### src/rtl/dfr_pkg.sv
// Shared DFR definitions: matrix-multiply state encoding and accumulator sizing.
package dfr_pkg;

  typedef enum logic [1:0] {
    IDLE,
    MAC,
    DRAIN,
    WRITE
  } mm_state_t;

  // Wide enough to sum k full-width signed products without overflow.
  function automatic int mm_acc_width(input int data_width, input int k);
    return 2 * data_width + $clog2(k + 1);
  endfunction

endpackage

### src/rtl/dfr_mac.sv
// Signed multiply-accumulate used by the matrix multiplier; one product per enabled cycle.
module dfr_mac #(
  parameter int DATA_WIDTH = 32,
  parameter int ACC_WIDTH  = 67
) (
  input  logic                         clk,
  input  logic                         rst,
  input  logic                         clear,
  input  logic                         en,
  input  logic signed [DATA_WIDTH-1:0] a,
  input  logic signed [DATA_WIDTH-1:0] b,
  output logic signed [ACC_WIDTH-1:0]  acc
);

  logic signed [2*DATA_WIDTH-1:0] product;

  assign product = a * b;

  // Clear wins over enable so a new element never inherits the previous sum.
  always_ff @(posedge clk or posedge rst) begin
    if (rst) begin
      acc <= '0;
    end else if (clear) begin
      acc <= '0;
    end else if (en) begin
      acc <= acc + ACC_WIDTH'(product);
    end
  end

endmodule

### src/rtl/dfr_matrix_multiply.sv
// Computes Y = X * W over synchronous-read memories; one Y element per K+2 cycles.
module dfr_matrix_multiply
  import dfr_pkg::*;
#(
  parameter int ADDR_WIDTH    = 32,
  parameter int DATA_WIDTH    = 32,
  parameter int X_ROWS        = 5,
  parameter int Y_COLS        = 5,
  parameter int X_COLS_Y_ROWS = 5
) (
  input  logic                  clk,
  input  logic                  rst,
  input  logic                  start,
  output logic                  busy,
  output logic                  done,
  output logic                  x_rd_en,
  output logic [ADDR_WIDTH-1:0] x_addr,
  input  logic [DATA_WIDTH-1:0] x_data,
  output logic                  w_rd_en,
  output logic [ADDR_WIDTH-1:0] w_addr,
  input  logic [DATA_WIDTH-1:0] w_data,
  output logic                  y_we,
  output logic [ADDR_WIDTH-1:0] y_addr,
  output logic [DATA_WIDTH-1:0] y_data
);

  localparam int K     = X_COLS_Y_ROWS;
  localparam int ACC_W = mm_acc_width(DATA_WIDTH, K);

  localparam logic [ADDR_WIDTH-1:0] K_LAST = ADDR_WIDTH'(K - 1);
  localparam logic [ADDR_WIDTH-1:0] J_LAST = ADDR_WIDTH'(Y_COLS - 1);
  localparam logic [ADDR_WIDTH-1:0] I_LAST = ADDR_WIDTH'(X_ROWS - 1);
  localparam logic [ADDR_WIDTH-1:0] K_STEP = ADDR_WIDTH'(K);
  localparam logic [ADDR_WIDTH-1:0] J_STEP = ADDR_WIDTH'(Y_COLS);

  mm_state_t state;

  logic [ADDR_WIDTH-1:0] i_cnt;
  logic [ADDR_WIDTH-1:0] j_cnt;
  logic [ADDR_WIDTH-1:0] k_cnt;
  logic [ADDR_WIDTH-1:0] x_row_base;
  logic [ADDR_WIDTH-1:0] y_row_base;
  logic [ADDR_WIDTH-1:0] w_col_off;
  logic                  valid;

  logic                    mac_clear;
  logic                    mac_en;
  logic signed [ACC_W-1:0] acc;
  logic                    unused_acc_hi;

  // Read data lags the strobe by one cycle, so the MAC only adds once valid is set.
  assign x_rd_en   = (state == MAC);
  assign w_rd_en   = (state == MAC);
  assign x_addr    = x_row_base + k_cnt;
  assign w_addr    = w_col_off + j_cnt;
  assign y_we      = (state == WRITE);
  assign y_addr    = y_row_base + j_cnt;
  assign y_data    = acc[DATA_WIDTH-1:0];
  assign mac_clear = ((state == IDLE) && start) || (state == WRITE);
  assign mac_en    = ((state == MAC) && valid) || (state == DRAIN);

  assign unused_acc_hi = ^acc[ACC_W-1:DATA_WIDTH];

  dfr_mac #(
    .DATA_WIDTH(DATA_WIDTH),
    .ACC_WIDTH (ACC_W)
  ) u_mac (
    .clk  (clk),
    .rst  (rst),
    .clear(mac_clear),
    .en   (mac_en),
    .a    ($signed(x_data)),
    .b    ($signed(w_data)),
    .acc  (acc)
  );

  always_ff @(posedge clk or posedge rst) begin
    if (rst) begin
      state      <= IDLE;
      busy       <= 1'b0;
      done       <= 1'b0;
      i_cnt      <= '0;
      j_cnt      <= '0;
      k_cnt      <= '0;
      x_row_base <= '0;
      y_row_base <= '0;
      w_col_off  <= '0;
      valid      <= 1'b0;
    end else begin
      done <= 1'b0;
      case (state)
        IDLE: begin
          if (start) begin
            state      <= MAC;
            busy       <= 1'b1;
            i_cnt      <= '0;
            j_cnt      <= '0;
            k_cnt      <= '0;
            x_row_base <= '0;
            y_row_base <= '0;
            w_col_off  <= '0;
            valid      <= 1'b0;
          end
        end
        MAC: begin
          valid     <= 1'b1;
          k_cnt     <= k_cnt + 1'b1;
          w_col_off <= w_col_off + J_STEP;
          if (k_cnt == K_LAST) begin
            state <= DRAIN;
          end
        end
        DRAIN: begin
          valid <= 1'b0;
          state <= WRITE;
        end
        WRITE: begin
          k_cnt     <= '0;
          w_col_off <= '0;
          if (j_cnt == J_LAST) begin
            j_cnt <= '0;
            if (i_cnt == I_LAST) begin
              i_cnt      <= '0;
              x_row_base <= '0;
              y_row_base <= '0;
              state      <= IDLE;
              busy       <= 1'b0;
              done       <= 1'b1;
            end else begin
              i_cnt      <= i_cnt + 1'b1;
              x_row_base <= x_row_base + K_STEP;
              y_row_base <= y_row_base + J_STEP;
              state      <= MAC;
            end
          end else begin
            j_cnt <= j_cnt + 1'b1;
            state <= MAC;
          end
        end
        default: state <= IDLE;
      endcase
    end
  end

endmodule

### config.mk
export PLATFORM = sky130hd
export DESIGN_NAME = dfr_matrix_multiply
export DESIGN_NICKNAME = d
export VERILOG_FILES = /design/src/rtl/dfr_pkg.sv /design/src/rtl/dfr_mac.sv /design/src/rtl/dfr_matrix_multiply.sv
export SDC_FILE = /design/constraint.sdc
export NUM_CORES = 2
export LEC_CHECK = 0
export CORE_ASPECT_RATIO = 1.5
export CORE_MARGIN = 8
export CORE_UTILIZATION = 45
export CTS_CLUSTER_DIAMETER = 150
export CTS_CLUSTER_SIZE = 8
export DETAILED_ROUTE_END_ITERATION = 16
export HOLD_SLACK_MARGIN = 0.02
export PLACE_DENSITY_LB_ADDON = 0.1
export SYNTH_ARGS = -nofsm -noshare
export SYNTH_HDL_FRONTEND = slang
export SYNTH_HIERARCHICAL = 1
export SYNTH_SLANG_ARGS = --single-unit
### constraint.sdc
create_clock -name clk -period 12.77 [get_ports clk]
set_input_delay 1.277 -clock clk [delete_from_list [all_inputs] [get_ports clk]]
set_output_delay 1.277 -clock clk [all_outputs]
set_load 0.05 [all_outputs]
==> results.py <==
metrics = {
    "outcome": {
        "outcome": "complete, no violations",
    },
    "drt": {
        "via_count": 27200,
        "drt_iter0_drc": 1297,
        "via_per_inst": 5.43,
        "ant_nets": 0,
        "drc": 0,
        "drt_wl_total_um": 101000,
        "avgRoutedWirePerCell_um": 20.2,
        "firstDrtPassIters": 5,
    },
    "synth": {
        "syn_area_um2": 34000,
        "synth_cells": 4011,
        "synth.avg_cell_area_um2": 8.49,
        "syn-num-nets": 4809,
        "ys.warnings.count": 6,
    },
    "place": {
        "gp_congestion": 0.881,
        "portBuffers": 199,
        "place_hpwl_um": 81400,
    },
    "timing": {
        "setup_viol": 0,
        "tns_ps": 0,
        "relSlewSlack_pct": 21.0,
        "fmax_mhz": 116,
        "finClkSkew_ps": 26.9,
        "tightest_slew_ps": 1180,
        "min_period_ps": 8650,
        "period_share_pct": 67.8,
        "hold_violations": 0,
        "rsz0062_at_grt": "no",
        "drv_slew": 0,
    },
    "floorplan": {
        "io_pins": 200,
        "start_util_pct": 45.4,
        "die_width_um": 241,
        "coreArea_um2": 74900,
        "dieArea_um2": 84900,
        "num_rows": 123,
        "die_h_um": 353,
    },
    "global_routing": {
        "grt_max_degree": 133,
        "grt_pass1_wl_um": 164000,
        "antenna_found_initial": 1,
        "grt_usage_pct": 24.2,
        "grt_pass1_vias": 29500,
        "overflow": 0,
    },
    "setup_path": {
        "criticalPathCategory": "in2reg",
        "endpoint_kind": "flop",
        "cp_max_fo": 27,
        "start_kind": "input port",
        "cp.required_ps": 13140,
        "cp.arrival_ps": 9020,
    },
    "clocking": {
        "path_clk_slew_ps": 50,
        "htreeDepth": 2,
        "cts-root-buf": "clkbuf_16",
        "cts.path.max_buffers": 3,
        "post_cts_resized": 0,
        "post_cts_buffers": 0,
        "clkLatencyLatePin_ps": 520,
        "cts_hold_buf": 0,
        "cts_tree": "done",
        "cts_made_buffers": 34,
        "clock_sinks": 229,
    },
    "cells_and_area": {
        "fin_util_pct": 49.9,
        "final_nets": 4810,
        "area_growth_pct": 9.87,
        "drive_gt1_share_pct": 2.62,
    },
    "job": {
        "cap_violations": 0,
    },
    "worst_hold_path": {
        "hp-class": "reg2reg",
    },
}
[state kept, by name (all words and copies together) (netlist names), 2 cells and up]
signal / flops
i_cnt: 32
j_cnt: 32
k_cnt: 32
state: 2
u_mac/acc: 32
w_col_off: 32
x_row_base: 32
y_row_base: 32
[final cells by class]
| type | instances | area, um^2 |
|---|---|---|
| antenna | 1 | 2.50 |
| clock buffer | 35 | 876 |
| clock inverter | 2 | 13.8 |
| fill | 7307 | 37500 |
| inverter | 571 | 2150 |
| multi-input combinational | 2950 | 25200 |
| sequential | 229 | 5730 |
| tap | 1000 | 1250 |
| timing repair buffer | 226 | 2190 |
[per-stage QoR]
step | cells | cell area [um^2] | hold WS, ps | worst slack (ps)
2_1_floorplan | 4011 | 34000 | 452 | 5110
3_3_place_gp | 4976 | 36500 | 489 | 3700
3_5_place_dp | 4976 | 36500 | 492 | 3630
4_1_cts | 5013 | 37400 | 499 | 4110
5_1_grt | 5013 | 37400 | 517 | 3650
6_report | 5014 | 37400 | 499 | 4120
[placed cells by master (no fill, tap or decap), types with 35 or more instances in the layout]
cell type and n:
xor2_1 88, and3_1 54, a21o_1 48, dfrtp_1 229, clkbuf_16 35, nand4_1 64
nand2_1 496, nor3_1 43, nand3_1 76, o21ai_0 209, fa_1 473, ha_1 258
xnor2_1 94, clkdlybuf4s50_1 199, nor2_1 258, inv_1 570, and2_1 267, a21oi_1 155
[worst max-delay path: stages]
cell             delay, ps
clkdlybuf4s50_1        980
and2_1                 460
fa_1                   560
fa_1                   450
fa_1                   530
inv_1                   50
fa_1                   460
fa_1                   500
fa_1                   590
inv_1                   60
fa_1                   480
inv_1                   50
fa_1                   480
inv_1                   40
ha_1                   360
nand2_1                 80
nor2_1                 130
o2111ai_1              160
a211oi_1               260
nor2_1                 140
o311ai_1               400
a31oi_1                160
xnor2_1                140
mux2i_1                130
nor2_1                  50
[worst paths after layout]
path	to	slack [ps]	start	cells after the start
worst max-delay path	u_mac/acc[31]$_DFFE_PP0P_	4120	w_data[5]	25
worst min-delay path	i_cnt[31]$_DFFE_PP0P_	500	i_cnt[31]$_DFFE_PP0P_	1
worst max register to register	u_mac/acc[31]$_DFFE_PP0P_	5700	u_mac/acc[18]$_DFFE_PP0P_	25
worst min register to register	i_cnt[31]$_DFFE_PP0P_	500	i_cnt[31]$_DFFE_PP0P_	1
max in group asynchronous	i_cnt[30]$_DFFE_PP0P_	9740	rst	3
min in group asynchronous	u_mac/acc[12]$_DFFE_PP0P_	1480	rst	3
[per-layer routing]
metal | global-route usage, % | vias to the layer above | wire, um | part of all wire (%)
li1 | - | 12800 | - | -
met1 | 28.3 | 13700 | 40200 | 40
met2 | 44.7 | 564 | 53400 | 53
met3 | 2.42 | 190 | 3500 | 3.5
met4 | 9.36 | 0 | 4300 | 4.2
met5 | 0 | - | 0 | 0
Power is left out: the tool's default activity adds up to more than one toggle a clock period on the data nets, which glitch-free logic cannot reach.
